`src/rtl/punc_exec_datapath.sv`:
```
// rtl/punc_exec_datapath.sv - PUnC LC3 execution datapath with req/ack memory port
`timescale 1ns/1ps
module punc_exec_datapath #(
    parameter int                DATA_W      = 16,
    parameter logic [DATA_W-1:0] PC_RESET    = '0,
    parameter int                MEM_TIMEOUT = 255
) (
    input  logic              i_clk,
    input  logic              i_rst_n,
    input  logic              i_cmd_valid,
    input  logic [2:0]        i_cmd_op,
    output logic              o_cmd_ready,
    output logic              o_done,
    output logic              o_err,
    output logic [15:0]       o_ir,
    output logic              o_n,
    output logic              o_z,
    output logic              o_p,
    output logic              o_mem_req,
    output logic              o_mem_we,
    output logic [DATA_W-1:0] o_mem_addr,
    output logic [DATA_W-1:0] o_mem_wdata,
    input  logic [DATA_W-1:0] i_mem_rdata,
    input  logic              i_mem_ack,
    input  logic [2:0]        i_rf_debug_addr,
    output logic [DATA_W-1:0] o_rf_debug_data,
    output logic [DATA_W-1:0] o_pc_debug_data
);
    localparam logic [2:0] OP_FETCH  = 3'd0;
    localparam logic [2:0] OP_ALU    = 3'd1;
    localparam logic [2:0] OP_LOAD   = 3'd2;
    localparam logic [2:0] OP_STORE  = 3'd3;
    localparam logic [2:0] OP_BRANCH = 3'd4;
    localparam logic [2:0] OP_JUMP   = 3'd5;
    localparam int         CNT_W     = $clog2(MEM_TIMEOUT + 2);

    typedef enum logic [2:0] {S_IDLE, S_MEM1, S_GAP, S_MEM2, S_POST, S_EXEC} state_t;

    state_t             r_state, w_state_nxt;
    logic [15:0]        r_ir;
    logic [DATA_W-1:0]  r_pc;
    logic [DATA_W-1:0]  r_rf [8];
    logic               r_n, r_z, r_p;
    logic [2:0]         r_op;
    logic               r_err, r_two;
    logic [DATA_W-1:0]  r_mem_addr, r_mem_wdata, r_data;
    logic               r_mem_we;
    logic [CNT_W-1:0]   r_cnt;

    logic [3:0]         w_opc;
    logic [2:0]         w_dr, w_sr1, w_sr2;
    logic [DATA_W-1:0]  w_sext5, w_sext6, w_sext9, w_sext11;
    logic [DATA_W-1:0]  w_pc_off9, w_pc_off11, w_base_off6, w_alu_b;
    logic               w_legal, w_mem, w_two, w_first_we;
    logic [DATA_W-1:0]  w_first_addr;
    logic               w_timeout, w_br_taken, w_wr_en;
    logic [DATA_W-1:0]  w_wr_val;

    assign w_opc       = r_ir[15:12];
    assign w_dr        = r_ir[11:9];
    assign w_sr1       = r_ir[8:6];
    assign w_sr2       = r_ir[2:0];
    assign w_sext5     = {{(DATA_W-5){r_ir[4]}}, r_ir[4:0]};
    assign w_sext6     = {{(DATA_W-6){r_ir[5]}}, r_ir[5:0]};
    assign w_sext9     = {{(DATA_W-9){r_ir[8]}}, r_ir[8:0]};
    assign w_sext11    = {{(DATA_W-11){r_ir[10]}}, r_ir[10:0]};
    assign w_pc_off9   = r_pc + w_sext9;
    assign w_pc_off11  = r_pc + w_sext11;
    assign w_base_off6 = r_rf[w_sr1] + w_sext6;
    assign w_alu_b     = r_ir[5] ? w_sext5 : r_rf[w_sr2];
    assign w_br_taken  = (r_ir[11] & r_n) | (r_ir[10] & r_z) | (r_ir[9] & r_p);
    assign w_timeout   = (MEM_TIMEOUT != 0) && (int'(r_cnt) == MEM_TIMEOUT - 1);

    assign o_cmd_ready     = (r_state == S_IDLE);
    assign o_done          = (r_state == S_EXEC);
    assign o_err           = o_done & r_err;
    assign o_ir            = r_ir;
    assign o_n             = r_n;
    assign o_z             = r_z;
    assign o_p             = r_p;
    assign o_mem_req       = (r_state == S_MEM1) || (r_state == S_MEM2);
    assign o_mem_we        = r_mem_we;
    assign o_mem_addr      = r_mem_addr;
    assign o_mem_wdata     = r_mem_wdata;
    assign o_rf_debug_data = r_rf[i_rf_debug_addr];
    assign o_pc_debug_data = r_pc;

    // Decode of the offered command against the current IR: legality and first access.
    always_comb begin
        w_legal      = 1'b0;
        w_mem        = 1'b0;
        w_two        = 1'b0;
        w_first_we   = 1'b0;
        w_first_addr = r_pc;
        case (i_cmd_op)
            OP_FETCH: begin
                w_legal = 1'b1;
                w_mem   = 1'b1;
            end
            OP_ALU: w_legal = (w_opc == 4'b0001) || (w_opc == 4'b0101) || (w_opc == 4'b1001);
            OP_LOAD: begin
                case (w_opc)
                    4'b0010: begin w_legal = 1'b1; w_mem = 1'b1; w_first_addr = w_pc_off9; end
                    4'b0110: begin w_legal = 1'b1; w_mem = 1'b1; w_first_addr = w_base_off6; end
                    4'b1010: begin w_legal = 1'b1; w_mem = 1'b1; w_two = 1'b1; w_first_addr = w_pc_off9; end
                    4'b1110: w_legal = 1'b1;
                    default: ;
                endcase
            end
            OP_STORE: begin
                case (w_opc)
                    4'b0011: begin w_legal = 1'b1; w_mem = 1'b1; w_first_we = 1'b1; w_first_addr = w_pc_off9; end
                    4'b0111: begin w_legal = 1'b1; w_mem = 1'b1; w_first_we = 1'b1; w_first_addr = w_base_off6; end
                    4'b1011: begin w_legal = 1'b1; w_mem = 1'b1; w_two = 1'b1; w_first_addr = w_pc_off9; end
                    default: ;
                endcase
            end
            OP_BRANCH: w_legal = (w_opc == 4'b0000);
            OP_JUMP:   w_legal = (w_opc == 4'b1100) || (w_opc == 4'b0100);
            default: ;
        endcase
    end

    always_comb begin
        w_wr_en  = 1'b0;
        w_wr_val = '0;
        case (r_op)
            OP_ALU: begin
                w_wr_en = 1'b1;
                case (w_opc)
                    4'b0001: w_wr_val = r_rf[w_sr1] + w_alu_b;
                    4'b0101: w_wr_val = r_rf[w_sr1] & w_alu_b;
                    default: w_wr_val = ~r_rf[w_sr1];
                endcase
            end
            OP_LOAD: begin
                w_wr_en  = 1'b1;
                w_wr_val = (w_opc == 4'b1110) ? w_pc_off9 : r_data;
            end
            default: ;
        endcase
    end

    always_comb begin
        w_state_nxt = r_state;
        case (r_state)
            S_IDLE: if (i_cmd_valid) w_state_nxt = (w_legal && w_mem) ? S_MEM1 : S_EXEC;
            S_MEM1: begin
                if (i_mem_ack)      w_state_nxt = r_two ? S_GAP : S_POST;
                else if (w_timeout) w_state_nxt = S_EXEC;
            end
            S_GAP:  w_state_nxt = S_MEM2;
            S_MEM2: begin
                if (i_mem_ack)      w_state_nxt = S_POST;
                else if (w_timeout) w_state_nxt = S_EXEC;
            end
            S_POST: w_state_nxt = S_EXEC;
            S_EXEC: w_state_nxt = S_IDLE;
            default: w_state_nxt = S_IDLE;
        endcase
    end

    always_ff @(posedge i_clk or negedge i_rst_n) begin
        if (!i_rst_n) begin
            r_state <= S_IDLE;
            r_cnt   <= '0;
        end else begin
            r_state <= w_state_nxt;
            r_cnt   <= o_mem_req ? r_cnt + CNT_W'(1) : '0;
        end
    end

    // Architectural state changes only in EXEC, so a timed-out command leaves no trace.
    always_ff @(posedge i_clk or negedge i_rst_n) begin
        if (!i_rst_n) begin
            r_pc        <= PC_RESET;
            r_ir        <= '0;
            for (int i = 0; i < 8; i++) r_rf[i] <= '0;
            r_n         <= 1'b0;
            r_z         <= 1'b0;
            r_p         <= 1'b0;
            r_op        <= OP_FETCH;
            r_err       <= 1'b0;
            r_two       <= 1'b0;
            r_mem_addr  <= '0;
            r_mem_wdata <= '0;
            r_mem_we    <= 1'b0;
            r_data      <= '0;
        end else begin
            case (r_state)
                S_IDLE: begin
                    if (i_cmd_valid) begin
                        r_op        <= i_cmd_op;
                        r_err       <= !w_legal;
                        r_two       <= w_two;
                        r_mem_addr  <= w_first_addr;
                        r_mem_we    <= w_first_we;
                        r_mem_wdata <= r_rf[w_dr];
                    end
                end
                S_MEM1: begin
                    if (i_mem_ack) begin
                        r_data <= i_mem_rdata;
                        if (r_two) begin
                            r_mem_addr <= i_mem_rdata;
                            r_mem_we   <= (r_op == OP_STORE);
                        end
                    end else if (w_timeout) begin
                        r_err <= 1'b1;
                    end
                end
                S_MEM2: begin
                    if (i_mem_ack)      r_data <= i_mem_rdata;
                    else if (w_timeout) r_err  <= 1'b1;
                end
                S_EXEC: begin
                    if (!r_err) begin
                        if (w_wr_en) begin
                            r_rf[w_dr] <= w_wr_val;
                            r_n        <= w_wr_val[DATA_W-1];
                            r_z        <= (w_wr_val == '0);
                            r_p        <= !w_wr_val[DATA_W-1] && (w_wr_val != '0);
                        end
                        case (r_op)
                            OP_FETCH: begin
                                r_ir <= r_data[15:0];
                                r_pc <= r_pc + DATA_W'(1);
                            end
                            OP_BRANCH: if (w_br_taken) r_pc <= w_pc_off9;
                            OP_JUMP: begin
                                if (w_opc == 4'b1100) begin
                                    r_pc <= r_rf[w_sr1];
                                end else begin
                                    r_rf[7] <= r_pc;
                                    r_pc    <= r_ir[11] ? w_pc_off11 : r_rf[w_sr1];
                                end
                            end
                            default: ;
                        endcase
                    end
                end
                default: ;
            endcase
        end
    end
endmodule
```
`config.mk`:
```
export PLATFORM = sky130hd
export DESIGN_NAME = punc_exec_datapath
export DESIGN_NICKNAME = d
export VERILOG_FILES = /design/src/rtl/punc_exec_datapath.sv
export SDC_FILE = /design/constraint.sdc
export NUM_CORES = 1
export LEC_CHECK = 0
export CAP_MARGIN = 20
export CORE_MARGIN = 8
export CORE_UTILIZATION = 55
export CTS_BUF_LIST = sky130_fd_sc_hd__clkbuf_8
export CTS_CLUSTER_DIAMETER = 120
export DETAILED_ROUTE_END_ITERATION = 8
export PLACE_DENSITY = 0.78
export SYNTH_ARGS = -nofsm -noshare
export SYNTH_HDL_FRONTEND = slang
export SYNTH_SLANG_ARGS = --single-unit
```
`constraint.sdc`:
```
create_clock -name i_clk -period 4.5 [get_ports i_clk]
set_input_delay 1.35 -clock i_clk [delete_from_list [all_inputs] [get_ports i_clk]]
set_output_delay 1.35 -clock i_clk [all_outputs]
set_load 0.01 [all_outputs]
```
==> key figures <==
Synthesis
  – Synthesis-stage register bit count: approximately 230
  – Top post-synthesis cells by area: dfrtp_1, mux4_2, o21ai_0
  – Post-Synth Simple-Gate Area: between 10% and 20%
  – Net Count, Synth: around 1900
  – Synth Area in XOR/XNOR: roughly 2.2%
  – Synthesized-area fraction occupied by adder cells: 4.44%
  – Mux contribution to synthesized area: between 15 and 20%
  – Syn_area_per_cell: ~9.3 sq um
  – Synth cell count leaders: nand2_1, dfrtp_1, o21ai_0
  – Synth Flop Type: dfrtp_1
  – Top-area cell type share of the netlist area: around a third
  – Post-synthesis sequential area ratio: around a third
  – Post-synth EDFFs: 0
  – Largest family of logic cells by synthesized area: compound AO/OA/AOI/OAI gates
  – Synth Area in Compound Gates: a little under a quarter
  – Most numerous cell in the Yosys netlist: nand2_1
  – Area of the mapped netlist: between 0.015 and 0.02 sq mm
  – Yosys warnings: 0
  – Ys async rst share: 100%
  – Library cells used by synthesis: 80
  – Post-Synthesis Cells: around 1800
  – Leading area contributor after synthesis: dfrtp_1

Timing
  – Slew headroom: roughly 28%
  – Max Clock Skew: about 36 ps
  – Fmax achieved: approximately 230 MHz
  – Unrepaired setup endpoints after global routing: true
  – Final period util: between 90% and 100%
  – Worst Tran Pin Value: roughly 1100 ps
  – Number of hold violations in the final report: 0
  – Slew Limit Fails: 0
  – Final Critical Period: between 4000 and 5000 ps
  – Final setup vio count: 0

CTS
  – TritonCTS buffer count: 43
  – Clock Pin Slew Worst Setup and Hold Paths: about 60 ps
  – CTS Sinks: about 230
  – Clk buf depth: 3
  – Cts hold-fix bufs: 0
  – Root Buffer: clkbuf_8
  – CTS tree: built
  – H-tree lvl count: 2
  – Clock Latency Late Sink: a little under 600 ps

Detailed routing
  – Final WL: 62900 microns
  – Starting DRT DRC Count: between 2000 and 2500
  – DRC: 0
  – Via density: just over 7
  – TritonRoute pass-1 iters: 6
  – Antenna-violating nets left: 0
  – Via count: roughly 17000
  – DR WL/cell: 26.1 microns

Layout
  – Share of layout cells above drive strength 1: 20.4%
  – Design Area, Final: 0.0202 sq mm
  – Final core utilization: between 60 and 70%
  – Finished Layout Cells: 2415
  – # diodes: 0
  – Area grow syn2layout: 20.0%
  – Fillers: about 2400
  – Final nets: between 2000 and 2500

Critical path
  – Family with the most delay on the worst path: compound AO/OA/AOI/OAI gates
  – CP Buf/Inv Count: 3
  – Cell chain of the critical path: buf_4 -> buf_6 -> mux4_2 -> o21ai_1 -> nand2_1 -> ha_1 -> a211oi_1 -> buf_4 -> o21ai_1 -> a31o_1 -> a41o_1 -> a31oi_1 -> xnor2_1 -> a221o_1 -> or4_1 -> a22o_1
  – Critical path data required time: 4930 ps
  – CP Capture Type: register
  – Worst path max stage delay: roughly 500 ps
  – R2r setup slk: roughly 130 ps
  – Worst-path maximum fanout: 8
  – Crit. Startpoint: o_ir[0]
  – WS Path Type: register to register
  – Worst flop-to-flop path startpoint: o_ir[0]
  – Startpoint types: register
  – Worst path slowest cell: mux4_2
  – CP arrival: 4800 ps

Die
  – DIE HEIGHT: between 150 and 200 microns
  – Die ar.: around 0.037 sq mm
  – # IOs: 114
  – Die width: ~190 microns
  – Cell row count: 64
  – Initial Util: between 50 and 60%
  – Total core area: 0.0303 sq mm

Global routing
  – Initial antenna violation count: 1
  – Vias in the first global route: ~17000
  – GRT Total Usage: 34.1%
  – Largest net degree at the start of global routing: 91
  – Global-route wire length before repair: roughly 97000 microns
  – Total congestion overflow: 0

Flow run
  – Max_cap viols: 0

Power and ir drop
  – Leak pwr: between 8 and 9 nW
  – Peak VDD IR: 0.361 mV
  – PwrDens: ~700 mW/mm^2
  – Overall power: 0.0140 W

Outcome
  – Outcome: complete, no violations

Min path
  – Hold wc startpoint: r_two
  – Hold Path Class: register to register

Placement
  – GPL Wtd Cong: 0.984
  – IO buf count: between 100 and 150
  – HPWL after detailed placement: roughly 45000 microns
  – Placed Cells incl. Taps: around 2300
  – Cell Area, Placed: between 0.015 and 0.02 sq mm
==> power breakdown <==
group	internal [W]	total (W)	switching [W]	leakage [nW]
sequential	0.00259	0.00341	0.000820	3.04
clock	0.00138	0.00236	0.000985	0.550
combinational	0.00341	0.00823	0.00482	4.88
total	0.00738	0.0140	0.00662	8.47
==> per-layer routing <==
metal	part of all wire [%]	global-route usage, %	up-vias
met3	13	9.56	289
met5	0.021	0	-
met2	44	50.8	1294
met4	5.7	18.2	2
met1	38	44.9	8231
li1	-	-	7253
==> sequential cells by signal (all words and copies together), names as in the netlist, 3 cells and up <==
| signal | cells |
|---|---|
| o_ir | 16 |
| r_data | 16 |
| r_state | 3 |
| r_op | 3 |
| o_mem_wdata | 16 |
| o_mem_addr | 16 |
| o_pc_debug_data | 16 |
| r_rf | 128 |
| r_cnt | 9 |
==> metrics by stage <==
step | hold slack (ps) | setup TNS, ps | setup slack [ps]
global route | 515 | -80.9 | -80.9
detailed placement | 461 | -253 | -37.6
CTS | 484 | 0 | 16.9
finish | 487 | 0 | 133
floorplan | 431 | 0 | 20.9
global placement | 457 | -93.0 | -18.8
==> area by class of cell <==
cell class / instances / area (sq um) / area share (%)
multi-input cells: 1438 / 10600 / 52.6
flip-flops and latches: 229 / 5740 / 28.4
repair buffers: 248 / 2250 / 11.1
clock buffers: 57 / 785 / 3.88
well taps: 396 / 495 / 2.45
clock inverters: 23 / 224 / 1.11
inverters: 24 / 90.1 / 0.445
==> final timing paths <==
kind / cells after the start / endpoint
worst min register to register: 2 / r_two
worst max-delay path: 16 / o_p
max in group asynchronous: 2 / o_pc_debug_data[15]
worst max register to register: 16 / o_p
min in group asynchronous: 1 / r_rf[68]
worst min-delay path: 2 / r_two
==> cells in the final DEF (no fill, tap or decap), types with 10 or more instances in the layout <==
cell type        count
nor2b_1             24
or3_1               13
a21oi_1            114
nand3_1             24
o21ai_0            195
nor3_1              28
buf_4              125
dfrtp_1            225
a31oi_1             36
mux4_2              95
xnor2_1             24
o22ai_1             15
a211oi_1            23
o221ai_1            11
clkbuf_8            57
inv_1               31
mux2i_1             10
a22o_1              36
nand2_1            241
nand2b_1            14
clkdlybuf4s50_1    110
nor2_1             161
mux2_2              60
xor2_1              16
ha_1                53
a221oi_1            49
a21o_1              15
==> logic make-up (layout without fill, tap and decap cells) <==
family	after synthesis	after routing
AOI/OAI and AO/OA	598	598
and+or+nand+nor	575	575
DFF	229	229
muxes	166	166
buffers and inverters	151	352
adders and majority gates	58	58
xor gates and xnor gates	41	41
==> worst reg2reg max path, stage by stage, from the launching register on <==
cell,delay [ps]
dfrtp_2,450
buf_4,170
buf_6,160
mux4_2,510
o21ai_1,140
nand2_1,110
ha_1,290
a211oi_1,190
buf_4,150
o21ai_1,90
a31o_1,260
a41o_1,290
a31oi_1,190
xnor2_1,120
a221o_1,400
or4_1,500
a22o_1,200
==> repair_timing <==
item	CTS	global route
pin swaps	0	2
buffers inserted	0	3
cloned	1	0
resized for setup	4	27
setup endpoints to repair	16	15
Power figures use the tool's default switching activity.
